==> src/rtl/digit_serial_add_ctrl.sv <==
`default_nettype none
// ============================================================================
// Module      : digit_serial_add_ctrl
// Description : WIDTH-bit adder built from one time-shared 4-bit carry-lookahead
//               slice, one nibble per cycle, LSB first, valid/ready on both sides.
// Revision    : 1.0 - initial release
// ============================================================================
module digit_serial_add_ctrl #(
    parameter int WIDTH = 16
) (
    input  logic             clk,
    input  logic             rst_n,
    input  logic             in_valid,
    output logic             in_ready,
    input  logic [WIDTH-1:0] a,
    input  logic [WIDTH-1:0] b,
    input  logic             cin,
    output logic             out_valid,
    input  logic             out_ready,
    output logic [WIDTH-1:0] sum,
    output logic             cout,
    output logic             busy
);

    localparam int NDIG  = WIDTH / 4;
    localparam int IDX_W = (NDIG > 1) ? $clog2(NDIG) : 1;
    localparam logic [IDX_W-1:0] LAST_IDX = IDX_W'(NDIG - 1);

    typedef enum logic [1:0] {
        IDLE = 2'd0,
        RUN  = 2'd1,
        DONE = 2'd2
    } state_t;

    state_t             state_q, state_d;
    logic [IDX_W-1:0]   idx_q,   idx_d;
    logic               carry_q, carry_d;
    logic [WIDTH-1:0]   a_q,     a_d;
    logic [WIDTH-1:0]   b_q,     b_d;
    logic [WIDTH-1:0]   sum_q,   sum_d;
    logic               cout_q,  cout_d;

    logic [3:0] slice_a, slice_b, slice_g, slice_p, slice_s;
    logic [4:0] slice_c;

    // Shared 4-bit carry-lookahead slice, fed by the nibble selected by idx_q.
    always_comb begin
        slice_a    = 4'(a_q >> {idx_q, 2'b00});
        slice_b    = 4'(b_q >> {idx_q, 2'b00});
        slice_g    = slice_a & slice_b;
        slice_p    = slice_a ^ slice_b;
        slice_c[0] = carry_q;
        slice_c[1] = slice_g[0] | (slice_p[0] & slice_c[0]);
        slice_c[2] = slice_g[1] | (slice_p[1] & slice_g[0])
                   | (slice_p[1] & slice_p[0] & slice_c[0]);
        slice_c[3] = slice_g[2] | (slice_p[2] & slice_g[1])
                   | (slice_p[2] & slice_p[1] & slice_g[0])
                   | (slice_p[2] & slice_p[1] & slice_p[0] & slice_c[0]);
        slice_c[4] = slice_g[3] | (slice_p[3] & slice_g[2])
                   | (slice_p[3] & slice_p[2] & slice_g[1])
                   | (slice_p[3] & slice_p[2] & slice_p[1] & slice_g[0])
                   | (slice_p[3] & slice_p[2] & slice_p[1] & slice_p[0] & slice_c[0]);
        slice_s    = slice_p ^ slice_c[3:0];
    end

    always_comb begin
        state_d = state_q;
        idx_d   = idx_q;
        carry_d = carry_q;
        a_d     = a_q;
        b_d     = b_q;
        sum_d   = sum_q;
        cout_d  = cout_q;
        case (state_q)
            IDLE: begin
                if (in_valid) begin
                    a_d     = a;
                    b_d     = b;
                    carry_d = cin;
                    sum_d   = '0;
                    idx_d   = '0;
                    state_d = RUN;
                end
            end
            RUN: begin
                for (int i = 0; i < NDIG; i++) begin
                    if (idx_q == IDX_W'(i)) begin
                        sum_d[4*i +: 4] = slice_s;
                    end
                end
                carry_d = slice_c[4];
                if (idx_q == LAST_IDX) begin
                    cout_d  = slice_c[4];
                    idx_d   = '0;
                    state_d = DONE;
                end else begin
                    idx_d = idx_q + 1'b1;
                end
            end
            DONE: begin
                if (out_ready) begin
                    state_d = IDLE;
                end
            end
            default: state_d = IDLE;
        endcase
    end

    always_ff @(posedge clk or negedge rst_n) begin
        if (!rst_n) begin
            state_q <= IDLE;
            idx_q   <= '0;
            carry_q <= 1'b0;
            a_q     <= '0;
            b_q     <= '0;
            sum_q   <= '0;
            cout_q  <= 1'b0;
        end else begin
            state_q <= state_d;
            idx_q   <= idx_d;
            carry_q <= carry_d;
            a_q     <= a_d;
            b_q     <= b_d;
            sum_q   <= sum_d;
            cout_q  <= cout_d;
        end
    end

    assign in_ready  = (state_q == IDLE);
    assign out_valid = (state_q == DONE);
    assign busy      = (state_q != IDLE);
    assign sum       = sum_q;
    assign cout      = cout_q;

endmodule
`default_nettype wire

==> config.mk <==
export PLATFORM = sky130hd
export DESIGN_NAME = digit_serial_add_ctrl
export DESIGN_NICKNAME = d
export VERILOG_FILES = /design/src/rtl/digit_serial_add_ctrl.sv
export SDC_FILE = /design/constraint.sdc
export NUM_CORES = 1
export LEC_CHECK = 0
export ABC_AREA = 1
export ABC_CLOCK_PERIOD_IN_PS = 4100
export BUFFER_PORTS_ARGS = -buffer_cell sky130_fd_sc_hd__buf_2
export CORE_AREA = 2 2 90 92
export DETAILED_ROUTE_END_ITERATION = 7
export DIE_AREA = 0 0 92 94
export PLACE_DENSITY = 0.64
export RECOVER_POWER = 50
export SKIP_CTS_REPAIR_TIMING = 1
export SYNTH_ARGS = -nofsm -noshare
export SYNTH_HDL_FRONTEND = slang
export SYNTH_SLANG_ARGS = --single-unit
==> constraint.sdc <==
create_clock -name clk -period 4.1 [get_ports clk]
set_input_delay 0.82 -clock clk [delete_from_list [all_inputs] [get_ports clk]]
set_output_delay 0.82 -clock clk [all_outputs]
set_load 0.02 [all_outputs]
==> results.txt <==
----------------------------------------------------
[Global route]
  Global-route met3 utilization ... 0.0297
  Global routing's busiest layer ... met2
  Via count of the first global-routing pass ... 2,148
  Met1 track demand over resource in global routing ... 0.187
  Antenna violations before repair ... 0
  Total global routing overflow ... 0
  First-pass GRT wire length ... 9900 um
  GRT Resource Usage Total ... 0.143
  Largest net degree at the start of global routing ... 41
  GR Util met2 ... 0.244

[Yosys]
  Synthesized instance count ... 311
  Number of warnings issued by yosys ... 0
  Post-Syn Area ... 0.00261 sq mm
  FF+latch count, synth ... 54
  Number of nets in the synthesized netlist ... 357
  Register area share after synthesis ... 0.518
  Post-synthesis average cell area ... 8.39 sq um
  Library cells used by synthesis ... 26

[Placement]
  DP HPWL ... 4210 um
  Final estimated routing congestion in global placement ... 0.822
  Number of port buffers ... 56

[Status]
  Violations in the final reports ... capacitance limit
  Outcome ... finished, violations left

[Pwr]
  Power dissipated by switching net loads ... 1300 uW
  Internal portion of total power ... 1460 uW
  Worst-case vdd ir drop ... 0.000299 V
  Share of total power in the clock network ... 0.133
  Relative contribution of sequential cells to total power ... 0.349
  Power Density ... 907 mW/mm^2
  Part of the power in combinational logic ... 0.518
  Leakage ... 0.00163 uW
  Fraction of power spent switching nets ... 0.471

[Critical path]
  Slowest CP cell ... clkbuf_1
  Origin of the critical flop-to-flop path ... idx_q[0]$_DFFE_PN0P_
  Critical path's most frequent cell ... clkbuf_1
  Top cell family by delay on the critical path ... buffers and inverters
  Sort of element at the end of the critical path ... async pin
  Endpoint of the lowest-slack register-to-register path ... carry_q$_DFFE_PN0P_
  Required arrival time at the worst endpoint ... 4290 ps
  Number of gates on the worst path with buffers counted ... 2
  Critical Path, Cell by Cell ... clkbuf_1, clkbuf_1
  Worst path arrival time ... 2980 ps
  Critical Path Start ... rst_n
  Cell depth of the worst flop-to-flop path ... 11
  Highest cell delay on the worst timing path ... 1100 ps
  Max Fanout on Critical Path ... 28
  Worst Path Buf+Inv ... 2
  Kind of start point of the critical path ... primary input
  Critical path capture point ... state_q[0]$_DFFE_PN0P_
  Setup slack of the most critical reg-to-reg path ... 1430 ps
  Critical Setup Path Class ... in2async

[Finish]
  Most frequent standard cell in the layout excluding fill and tap cells ... nand2_1
  Total inserted antenna cells ... 0
  Area added between synthesis and finish ... 16.5%
  Commonest cells after routing, fill and taps aside ... nand2_1, dfrtp_1, buf_2
  Ratio of cells with drive above 1 in the final layout ... 0.194
  Count of fill cells added during filler insertion ... 810
  Count of nets after finishing ... 411

[Die]
  Floorplan row count ... 32
  Die Width ... 92 um
  Die ar. ... 0.00865 sq mm
  Initial Utilization ... 0.343
  I/O Pins ... 57
  Std-Cell Core Area ... 0.00761 sq mm
  Height of the die ... 94 um

[Drt]
  Wire length per cell ... 12.1 um
  DRC violation count after routing ... 0
  Total via count after detailed routing ... 2,123
  Number of optimization iterations in the first detailed-route pass ... 4
  Antenna violation net count after detailed routing ... 0
  Post-detailed-route via-to-cell ratio ... 4.54
  DRC violation total after the first TritonRoute iteration ... 117
  Wire length after detailed routing ... 5660 um

[Timing]
  Max-slew headroom at the worst pin ... 0.00429
  Total count of hold-check failures in the final report ... 0
  Fmax achieved ... 358 MHz
  RSZ-0062 raised after global routing ... no
  Sum of negative setup slack ... 0 ps
  Number of setup violations in the final report ... 0
  Final Critical Period ... 2790 ps
  Final max-slew violation count ... 0
  Final hold slack ... 484 ps
  Worst slew pin tran ... 1490 ps
  Tcrit/Tclk final ... 0.680
  Worst clock skew ... 7.99 ps

[Clocking]
  CTS H-Tree Depth ... 2
  Buffer depth of the longest clock path ... 2
  Clock Sinks ... 54
  Reg clk slew, reported paths ... 100 ps
  TritonCTS Buffers ... 5
  Clock latency at the later pin of the worst-skew pair ... 310 ps
  CTS tree ... built
  Root Buffer Master ... clkbuf_8

[Job]
  Max Cap Violations ... 1

[Min path]
  Worst hold-check path type ... reg2reg

----------------------------------------------------
-- layout make-up --
class | count | area, sq um | area share
timing repair buffer | 57 | 274 | 0.0901
clock inverter | 3 | 48.8 | 0.0160
inverter | 20 | 82.6 | 0.0272
sequential | 54 | 1350 | 0.444
multi-input combinational | 227 | 1090 | 0.358
clock buffer | 5 | 68.8 | 0.0226
tap | 102 | 128 | 0.0420
-- logic make-up after synthesis --
family / synth area share
buf+inv: 0.0623
simple gates: 0.282
xor+xnor: 0.00336
flops: 0.518
compound gates: 0.0887
fa+ha+maj: 0.0460
-- worst min path at each step --
| stage | from | endpoint | slack [ps] | cells past startpoint |
|---|---|---|---|---|
| after floorplan | a_q[10]$_DFFE_PN0P_ | a_q[10]$_DFFE_PN0P_ | 440 | 2 |
| after global placement | sum[5]$_DFFE_PN0P_ | sum[5]$_DFFE_PN0P_ | 450 | 2 |
| after detailed placement | sum[5]$_DFFE_PN0P_ | sum[5]$_DFFE_PN0P_ | 450 | 2 |
| after CTS | sum[5]$_DFFE_PN0P_ | sum[5]$_DFFE_PN0P_ | 480 | 2 |
| after global routing | a_q[2]$_DFFE_PN0P_ | a_q[2]$_DFFE_PN0P_ | 520 | 2 |
| final | sum[13]$_DFFE_PN0P_ | sum[13]$_DFFE_PN0P_ | 480 | 2 |
-- metrics by stage --
stage          total power [uW]  utilization  std cells  instance area (sq um)  setup slack, ps
2_1_floorplan              2070            -        311                   2610             1990
3_3_place_gp               2370        0.387        460                   2940             1580
3_5_place_dp               2420        0.387        460                   2940             1480
4_1_cts                    2800        0.402        468                   3060             1420
5_1_grt                    3060        0.400        468                   3040              690
6_report                   2760        0.400        468                   3040             1310
-- registers in the layout, summed over array words and instances, names as in the netlist --
register and cells:
a_q 16, b_q 16, sum 16, idx_q 2
state_q 2, carry_q 1, cout 1
-- cells in the mapped netlist --
| cell | instances | share of area |
|---|---|---|
| nand2_1 | 142 | 0.20 |
| dfrtp_1 | 54 | 0.52 |
| nor2_1 | 19 | 0.027 |
| o21ai_0 | 17 | 0.033 |
| inv_1 | 14 | 0.020 |
| ha_1 | 8 | 0.038 |
| o22ai_1 | 8 | 0.019 |
| nand3_1 | 6 | 0.012 |
| nand4_1 | 6 | 0.014 |
| o21ai_1 | 6 | 0.012 |
| buf_2 | 4 | 0.0077 |
| o21ai_2 | 4 | 0.013 |
| buf_6 | 3 | 0.013 |
| inv_4 | 3 | 0.0072 |
| nand2_4 | 3 | 0.013 |
| inv_2 | 2 | 0.0029 |
| nor2_4 | 2 | 0.0086 |
| o31ai_1 | 2 | 0.0058 |
| buf_4 | 1 | 0.0029 |
| buf_8 | 1 | 0.0058 |
| clkbuf_1 | 1 | 0.0014 |
| clkinv_1 | 1 | 0.0014 |
| fa_1 | 1 | 0.0077 |
| o21ai_4 | 1 | 0.0062 |
| or2_2 | 1 | 0.0024 |
| xnor2_1 | 1 | 0.0034 |
-- worst reg2reg max path, cell delays in order, from the launching register on --
cell and delay (ps):
dfrtp_1 730, inv_1 400, o21ai_0 250, o22ai_1 90, ha_1 340, or2_2 280, nand2_1 90, nand2_1 50
nand2_1 130, nand2_1 90, nand2_1 60, nand2_1 50
-- power groups by stage --
| stage | clock (uW) | combinational [uW] | sequential (uW) |
|---|---|---|---|
| after floorplan | 0 | 1090 | 979 |
| after global placement | 0 | 1410 | 966 |
| after detailed placement | 0 | 1450 | 969 |
| after CTS | 378 | 1460 | 961 |
| after global routing | 398 | 1670 | 992 |
| final | 367 | 1430 | 962 |
-- routing by layer --
metal  vias up  routed length [um]
met3         4                 329
met4         0                  40
met2        58                2750
met5         -                   0
met1       973                2540
li1       1088                   -
No activity file was read; power rests on OpenSTA's default activity.
